--- src/rtl/y86_pkg.sv ---
// Shared Y86-64 definitions for the SEQ controller: icodes, status codes and
// the sequencer state encoding.
package y86_pkg;

  localparam int unsigned ICODE_W = 4;
  localparam int unsigned STAT_W  = 3;

  localparam logic [ICODE_W-1:0] IHALT   = 4'h0;
  localparam logic [ICODE_W-1:0] INOP    = 4'h1;
  localparam logic [ICODE_W-1:0] IRRMOVQ = 4'h2;
  localparam logic [ICODE_W-1:0] IIRMOVQ = 4'h3;
  localparam logic [ICODE_W-1:0] IRMMOVQ = 4'h4;
  localparam logic [ICODE_W-1:0] IMRMOVQ = 4'h5;
  localparam logic [ICODE_W-1:0] IOPQ    = 4'h6;
  localparam logic [ICODE_W-1:0] IJXX    = 4'h7;
  localparam logic [ICODE_W-1:0] ICALL   = 4'h8;
  localparam logic [ICODE_W-1:0] IRET    = 4'h9;
  localparam logic [ICODE_W-1:0] IPUSHQ  = 4'hA;
  localparam logic [ICODE_W-1:0] IPOPQ   = 4'hB;

  localparam logic [STAT_W-1:0] SAOK = 3'd1;
  localparam logic [STAT_W-1:0] SHLT = 3'd2;
  localparam logic [STAT_W-1:0] SADR = 3'd3;
  localparam logic [STAT_W-1:0] SINS = 3'd4;

  typedef enum logic [2:0] {
    S_IDLE      = 3'd0,
    S_FETCH     = 3'd1,
    S_DECODE    = 3'd2,
    S_EXECUTE   = 3'd3,
    S_MEMORY    = 3'd4,
    S_WRITEBACK = 3'd5,
    S_PCUPD     = 3'd6,
    S_HALTED    = 3'd7
  } state_t;

  // A state that is stepping an instruction (counts toward cycles and busy).
  function automatic logic is_active(input state_t s);
    return (s != S_IDLE) && (s != S_HALTED);
  endfunction

endpackage

--- src/rtl/seq_stage_need.sv ---
// Per-icode stage requirements; the same table drives decode register selects.
module seq_stage_need
  import y86_pkg::*;
(
  input  logic [ICODE_W-1:0] icode,
  output logic               needs_mem,
  output logic               mem_write,
  output logic               needs_wb
);

  always_comb begin
    needs_mem = 1'b0;
    mem_write = 1'b0;
    needs_wb  = 1'b0;
    case (icode)
      IRMMOVQ: begin
        needs_mem = 1'b1;
        mem_write = 1'b1;
      end
      IMRMOVQ, IRET, IPOPQ: begin
        needs_mem = 1'b1;
        needs_wb  = 1'b1;
      end
      // call/push write memory and also update %rsp in writeback
      ICALL, IPUSHQ: begin
        needs_mem = 1'b1;
        mem_write = 1'b1;
        needs_wb  = 1'b1;
      end
      IRRMOVQ, IIRMOVQ, IOPQ: begin
        needs_wb = 1'b1;
      end
      default: begin
        needs_mem = 1'b0;
      end
    endcase
  end

endmodule

--- src/rtl/seq_stage_sequencer.sv ---
// Multi-cycle SEQ Y86-64 controller: steps each instruction through its needed
// stages, runs imem/dmem handshakes, and owns stat and the retire/cycle counters.
module seq_stage_sequencer
  import y86_pkg::*;
#(
  parameter int unsigned CNT_W = 32
) (
  input  logic             clk,
  input  logic             rst_n,
  input  logic             run,
  input  logic [3:0]       icode,
  input  logic             instr_valid,
  input  logic             imem_ack,
  input  logic             imem_err,
  input  logic             dmem_ack,
  input  logic             dmem_err,
  output logic             imem_req,
  output logic             dmem_req,
  output logic             dmem_wr,
  output logic             f_en,
  output logic             d_en,
  output logic             e_en,
  output logic             m_en,
  output logic             w_en,
  output logic             pc_en,
  output logic [2:0]       stat,
  output logic             busy,
  output logic [CNT_W-1:0] retired,
  output logic [CNT_W-1:0] cycles
);

  state_t               state_q, state_d;
  logic [ICODE_W-1:0]   icode_q, icode_d;
  logic [STAT_W-1:0]    stat_q, stat_d;
  logic [CNT_W-1:0]     retired_q, retired_d;
  logic [CNT_W-1:0]     cycles_q, cycles_d;
  logic                 imem_req_q, imem_req_d;
  logic                 dmem_req_q, dmem_req_d;
  logic                 dmem_wr_q, dmem_wr_d;
  logic                 f_en_q, f_en_d;
  logic                 d_en_q, d_en_d;
  logic                 e_en_q, e_en_d;
  logic                 m_en_q, m_en_d;
  logic                 w_en_q, w_en_d;
  logic                 pc_en_q, pc_en_d;
  logic                 busy_q, busy_d;

  logic                 needs_mem;
  logic                 mem_write;
  logic                 needs_wb;

  // Requirements come from the latched icode; it is only consulted after DECODE.
  seq_stage_need u_need (
    .icode     (icode_q),
    .needs_mem (needs_mem),
    .mem_write (mem_write),
    .needs_wb  (needs_wb)
  );

  // Next-state, status, counters and icode latch.
  always_comb begin
    state_d   = state_q;
    icode_d   = icode_q;
    stat_d    = stat_q;
    retired_d = retired_q + CNT_W'(state_q == S_PCUPD);
    cycles_d  = cycles_q + CNT_W'(is_active(state_q));

    case (state_q)
      S_IDLE: begin
        if (run) state_d = S_FETCH;
      end
      S_FETCH: begin
        if (imem_ack) begin
          if (imem_err) begin
            stat_d  = SADR;
            state_d = S_HALTED;
          end else begin
            state_d = S_DECODE;
          end
        end
      end
      S_DECODE: begin
        icode_d = icode;
        if (!instr_valid) begin
          stat_d  = SINS;
          state_d = S_HALTED;
        end else if (icode == IHALT) begin
          stat_d  = SHLT;
          state_d = S_HALTED;
        end else begin
          state_d = S_EXECUTE;
        end
      end
      S_EXECUTE: begin
        if (needs_mem)     state_d = S_MEMORY;
        else if (needs_wb) state_d = S_WRITEBACK;
        else               state_d = S_PCUPD;
      end
      S_MEMORY: begin
        if (dmem_ack) begin
          if (dmem_err) begin
            stat_d  = SADR;
            state_d = S_HALTED;
          end else if (needs_wb) begin
            state_d = S_WRITEBACK;
          end else begin
            state_d = S_PCUPD;
          end
        end
      end
      S_WRITEBACK: begin
        state_d = S_PCUPD;
      end
      S_PCUPD: begin
        state_d = run ? S_FETCH : S_IDLE;
      end
      S_HALTED: begin
        state_d = S_HALTED;
      end
      default: begin
        state_d = S_IDLE;
      end
    endcase
  end

  // Outputs decoded from the next state so the registered copies track state_q.
  always_comb begin
    imem_req_d = 1'b0;
    dmem_req_d = 1'b0;
    dmem_wr_d  = 1'b0;
    f_en_d     = 1'b0;
    d_en_d     = 1'b0;
    e_en_d     = 1'b0;
    m_en_d     = 1'b0;
    w_en_d     = 1'b0;
    pc_en_d    = 1'b0;
    busy_d     = is_active(state_d);

    case (state_d)
      S_FETCH: begin
        imem_req_d = 1'b1;
        f_en_d     = 1'b1;
      end
      S_DECODE:  d_en_d = 1'b1;
      S_EXECUTE: e_en_d = 1'b1;
      S_MEMORY: begin
        dmem_req_d = 1'b1;
        m_en_d     = 1'b1;
        dmem_wr_d  = mem_write;
      end
      S_WRITEBACK: w_en_d  = 1'b1;
      S_PCUPD:     pc_en_d = 1'b1;
      default: begin
        busy_d = is_active(state_d);
      end
    endcase
  end

  always_ff @(posedge clk or negedge rst_n) begin
    if (!rst_n) begin
      state_q    <= S_IDLE;
      icode_q    <= IHALT;
      stat_q     <= SAOK;
      retired_q  <= '0;
      cycles_q   <= '0;
      imem_req_q <= 1'b0;
      dmem_req_q <= 1'b0;
      dmem_wr_q  <= 1'b0;
      f_en_q     <= 1'b0;
      d_en_q     <= 1'b0;
      e_en_q     <= 1'b0;
      m_en_q     <= 1'b0;
      w_en_q     <= 1'b0;
      pc_en_q    <= 1'b0;
      busy_q     <= 1'b0;
    end else begin
      state_q    <= state_d;
      icode_q    <= icode_d;
      stat_q     <= stat_d;
      retired_q  <= retired_d;
      cycles_q   <= cycles_d;
      imem_req_q <= imem_req_d;
      dmem_req_q <= dmem_req_d;
      dmem_wr_q  <= dmem_wr_d;
      f_en_q     <= f_en_d;
      d_en_q     <= d_en_d;
      e_en_q     <= e_en_d;
      m_en_q     <= m_en_d;
      w_en_q     <= w_en_d;
      pc_en_q    <= pc_en_d;
      busy_q     <= busy_d;
    end
  end

  assign imem_req = imem_req_q;
  assign dmem_req = dmem_req_q;
  assign dmem_wr  = dmem_wr_q;
  assign f_en     = f_en_q;
  assign d_en     = d_en_q;
  assign e_en     = e_en_q;
  assign m_en     = m_en_q;
  assign w_en     = w_en_q;
  assign pc_en    = pc_en_q;
  assign stat     = stat_q;
  assign busy     = busy_q;
  assign retired  = retired_q;
  assign cycles   = cycles_q;

endmodule
--- config.mk ---
export PLATFORM = sky130hd
export DESIGN_NAME = seq_stage_sequencer
export DESIGN_NICKNAME = d
export VERILOG_FILES = /design/src/rtl/y86_pkg.sv /design/src/rtl/seq_stage_need.sv /design/src/rtl/seq_stage_sequencer.sv
export SDC_FILE = /design/constraint.sdc
export NUM_CORES = 1
export LEC_CHECK = 0
export CAP_MARGIN = 20
export CELL_PAD_IN_SITES_DETAIL_PLACEMENT = 0
export CELL_PAD_IN_SITES_GLOBAL_PLACEMENT = 1
export CORE_MARGIN = 3
export CORE_UTILIZATION = 39
export CTS_CLUSTER_DIAMETER = 120
export CTS_CLUSTER_SIZE = 25
export DETAILED_ROUTE_END_ITERATION = 8
export PLACE_DENSITY_LB_ADDON = 0.12
export SLEW_MARGIN = 20
export SYNTH_ARGS = -nofsm -noshare
export SYNTH_HDL_FRONTEND = slang
export SYNTH_HIERARCHICAL = 1
export SYNTH_SLANG_ARGS = --single-unit
export TNS_END_PERCENT = 50
--- constraint.sdc ---
create_clock -name clk -period 2.7 [get_ports clk]
set_input_delay 0.54 -clock clk [delete_from_list [all_inputs] [get_ports clk]]
set_output_delay 0.54 -clock clk [all_outputs]
set_load 0.01 [all_outputs]
======== Word level (Yosys, flattened, before mapping) ========
Index checks and enable logic that the tools add are counted.
word-level totals
  flip-flop bits (word level) ............. 82
  output and inout port bits .............. 77
operators by class
  reductions and logical operators ........ 11
  $add $sub $neg .......................... 2
  eq/ne operators ......................... 29
  muxes and demuxes ....................... 28
operator list
  cell                                           count
  adder 32 x 1 -> 32 bit                         2
  2-to-1 mux 3 bit                               13
  case mux 3 bit (8 select lines)                1
  == test 3 bit, second input constant           7
  == test 4 bit, second input constant           4
  == test 3 x 2 -> 1 bit, second input constant  4
  == test 4 x 3 -> 1 bit, second input constant  3
  2-to-1 mux 1 bit                               11
  != test 3 bit, second input constant           3
  case mux 3 bit (3 select lines)                1
  nonzero test 3 bit                             3
  == test 4 x 2 -> 1 bit, second input constant  2
  != test 2 bit, second input constant           4
  OR reduction 8 bit                             1
  == test 3 x 1 -> 1 bit, second input constant  2
  AND reduction 6 bit                            1
  OR reduction 6 bit                             1
  zero test 4 bit                                1
  2-to-1 mux 2 bit                               2
  zero test 3 bit                                1
  OR reduction 3 bit                             1
  logical AND 1 bit                              2

======== Depth between registers and ports, before layout ========
  word-level depth ........................ 9
  mapped depth ............................ 11

======== By module ========
The synthesis kept the hierarchy.
modules (own cells, without submodules)
  module               area each (sq um)  instances  cells an instance
  seq_stage_sequencer  3,674.8            1          316
  seq_stage_need       47.5               1          7

======== Least setup slack after synthesis ========
No wires, ideal clock.
  path type ............................... register to register
  from .................................... register state_q[0]
  to ...................................... register retired_q[18] (netlist: retired[18])
  arrival ................................. 2.099 ns
  data required time ...................... 2.621 ns
  period minus slack after synthesis ...... 2.178 ns
  buffers on the path ..................... 1
  cell stages (with the launch flop) ...... 11
  setup slack ............................. 0.522 ns
  cells stage by stage .................... dfrtp_1 clkbuf_2 nand2b_1 nor2_1 ha_1 ha_1 nand3_2 nor3_4 or3b_1 nor2_1 xor2_1
on the way
  word-level cells in the longest chain between the ends .. 2
RTL lines
  item                    RTL line                    source
  start, declared         seq_stage_sequencer.sv:32   state_t state_q, state_d;
  start signal, assigned  seq_stage_sequencer.sv:177  state_q <= state_d;
  == test 3 bit           seq_stage_sequencer.sv:65   retired_d = retired_q + CNT_W'(state_q == S_PCUPD);
  adder 32 x 1 -> 32 bit  seq_stage_sequencer.sv:65
  via retired_d[18]       seq_stage_sequencer.sv:35   logic [CNT_W-1:0] retired_q, retired_d;
  end signal, assigned    seq_stage_sequencer.sv:180  retired_q <= retired_d;
  end, declared           seq_stage_sequencer.sv:35
The timed path passes the listed nets, and every way through them passes these cells.
A chain may end at the register's enable or synchronous reset.

======== Final worst setup path ========
Ends and elaborated chain as after synthesis.

==> metrics.txt <==
fill count 860; R2R Path End retired[18]; Leak 2.197 nW; met2 wire length 3538 um; Ports 89; Cell variety after synth 49; period utilisation layout 0.9340; number of synthesized flops with an enable pin 0; Detail Route Antenna Nets 0; CTS tree built; Worst Path Required 2.94 ns; Slew headroom 0.6631; worst vdd ir 0.5383 mV; Max Root-Sink Buffers 2; reg2reg path depth 9; number of global-route vias before repair 2671; Die Width 103.7 um; CTS Buf Count 9; first-pass GRT wire length 13440 um; register area share after synthesis 0.5516; drt wl/cell 14.02 um; DRT Wirelength 7794 um; pwr dens 727.8 mW/mm^2; Post-synth top flop dfrtp_1; Vias per Instance 4.844; Layout area overhead 33.38%; max cap viols 0; Vert. Die Dim 103.7 um; First DRT Iteration DRCs 70; CTS Sinks 82; met3 WL post-DR 350 um; asr flop ratio synth 1.000; Synth Register Bits 82; DPL Wire Length 5669 um; Ys Warns 6; Mapped Cells 323; DP Cell Count 536; post-synthesis area per instance 11.52 um^2; Period minus WS final 2.522 ns; worst r2r src state_q[0]; Placer Congestion 0.8209; TNS Setup 0 ns; overall global routing resource usage 0.1494; setup slack at placement 0.1913 ns; Worst-path clk slew 0.09 ns; DRT met1 WL 3819 um; global route overflow 0; DRC viols 0; R2R setup slack 0.18 ns; Synth Cell Area 0.003722 mm^2; commonest cells after routing, fill and taps aside 87 x clkdlybuf4s50_1, 81 x dfrtp_1, 42 x xnor2_1; register area 0.002053 mm^2; largest net degree at the start of global routing 45; Hold Path Class in2async; critical path arrival 2.77 ns; Initial Utilization 0.4028; Slew @ Worst Pin 0.5053 ns; initial antenna violation count 0; CP max FO 8; area occupied by multi-input gates 0.001583 mm^2; unrepaired setup endpoints after global routing yes; Max Fclk 396.5 MHz; CP endpoint kind register; final slew viol count 0; fin cells 556; row cnt 35; vias 2693; First-pass DRT Iterations 4; clk root buf clkbuf_8; Crit Path Class reg2reg; Max Clock Skew 0.01333 ns; fin util 0.5373; clk_lat worst skew 0.33 ns; port bufs 88; die area 0.01075 mm^2; CP startpoint kind register; Setup violations, final 0; Mapped Nets 339; core region area 0.009240 mm^2; hold buffers post-CTS 0; most common cell after layout, fill and taps aside clkdlybuf4s50_1; final hold vios 0; share of layout cells above drive strength 1 0.1171; antenna fix cells 0; total power 3.613 mW; status finished, final reports clean; top routing layer used met4; CTS H-tree depth 3; nets@finish 438; setup ws final 0.1782 ns
==> where the power goes <==
group / internal (mW) / switching [mW] / total, mW
clock network: 0.355 / 0.430 / 0.785
registers: 1.43 / 0.224 / 1.66
logic: 0.577 / 0.596 / 1.17
==> area by class of cell <==
class	instances	share of cell area
Inverter	14	0.01058
Clock inverter	5	0.006048
Timing Repair Buffer	95	0.1900
Multi-Input combinational cell	220	0.3188
Sequential cell	82	0.4136
Tap cell	129	0.03251
Clock buffer	11	0.02848
==> per-stage QoR <==
| step | hold slack, ns | cell area (um^2) |
|---|---|---|
| 2_1_floorplan | 0.2444 | 3722 |
| 3_3_place_gp | 0.4571 | 4763 |
| 3_5_place_dp | 0.4600 | 4763 |
| 4_1_cts | 0.1839 | 4935 |
| 5_1_grt | 0.2010 | 4965 |
| 6_report | 0.1767 | 4965 |
==> per-layer routing <==
layer	global-route usage	up-vias
met5	0	-
met4	0.04463	0
met3	0.03302	6
met2	0.2294	61
met1	0.2128	1308
li1	-	1318
==> kinds of logic (layout without fill, tap and decap cells) <==
family | Yosys count | after routing | share of synthesized area
and+or+nand+nor | 128 | 128 | 0.2087
DFF | 82 | 82 | 0.5516
xor gates and xnor gates | 60 | 60 | 0.1412
AOI/OAI and AO/OA | 23 | 23 | 0.04538
buffers and inverters | 21 | 125 | 0.02487
muxes | 5 | 5 | 0.01479
adders and majority gates | 4 | 4 | 0.01345
==> worst max-delay path by stage <==
| stage | slack, ns | startpoint | end |
|---|---|---|---|
| detailed placement | 0.19 | state_q[0] | retired[18] |
| global placement | 0.22 | state_q[0] | retired[18] |
| CTS | 0.16 | state_q[1] | cycles[22] |
| floorplan | 0.52 | state_q[0] | retired[18] |
| finish | 0.18 | state_q[0] | retired[18] |
| global route | -0.02 | state_q[0] | retired[18] |
==> flip-flops by register name, indices dropped and copies added (netlist names) <==
register and count:
cycles 32, retired 32, icode_q 4, stat 3, state_q 3, busy 1, d_en 1, dmem_wr 1
e_en 1, f_en 1, m_en 1, pc_en 1, w_en 1
==> worst max-delay path, stage by stage, from the launching register on <==
cell	delay [ns]
dfrtp_1	0.47
nand2b_1	0.21
nor2_1	0.16
ha_1	0.24
ha_1	0.21
nand3_2	0.14
nor3_4	0.25
or3b_1	0.44
nor2_1	0.15
xor2_1	0.16
==> cells in the mapped netlist, types with 3 or more instances <==
library cell  instances  share of area
ha_1                  4          0.013
buf_2                 4         0.0054
nand4_1              18          0.030
nand4_2               3          0.010
nand2b_1              4         0.0067
nand2_1              27          0.027
mux2_2                4          0.012
and3_1                8          0.013
xor2_1               18          0.042
nand3_1              18          0.024
inv_1                13          0.013
xnor2_1              42          0.099
o21ai_0               3         0.0040
nor2_1               21          0.021
and4_1                5          0.012
a21oi_1               5         0.0067
nor3_1                4         0.0054
dfrtp_1              81           0.54
==> timing repair <==
action | in CTS | in global routing
endpoints found under the setup margin | 0 | 2
gates resized for setup | 0 | 0
setup buffers | 0 | 4
Note: power is estimated with default switching activity, not from simulation.
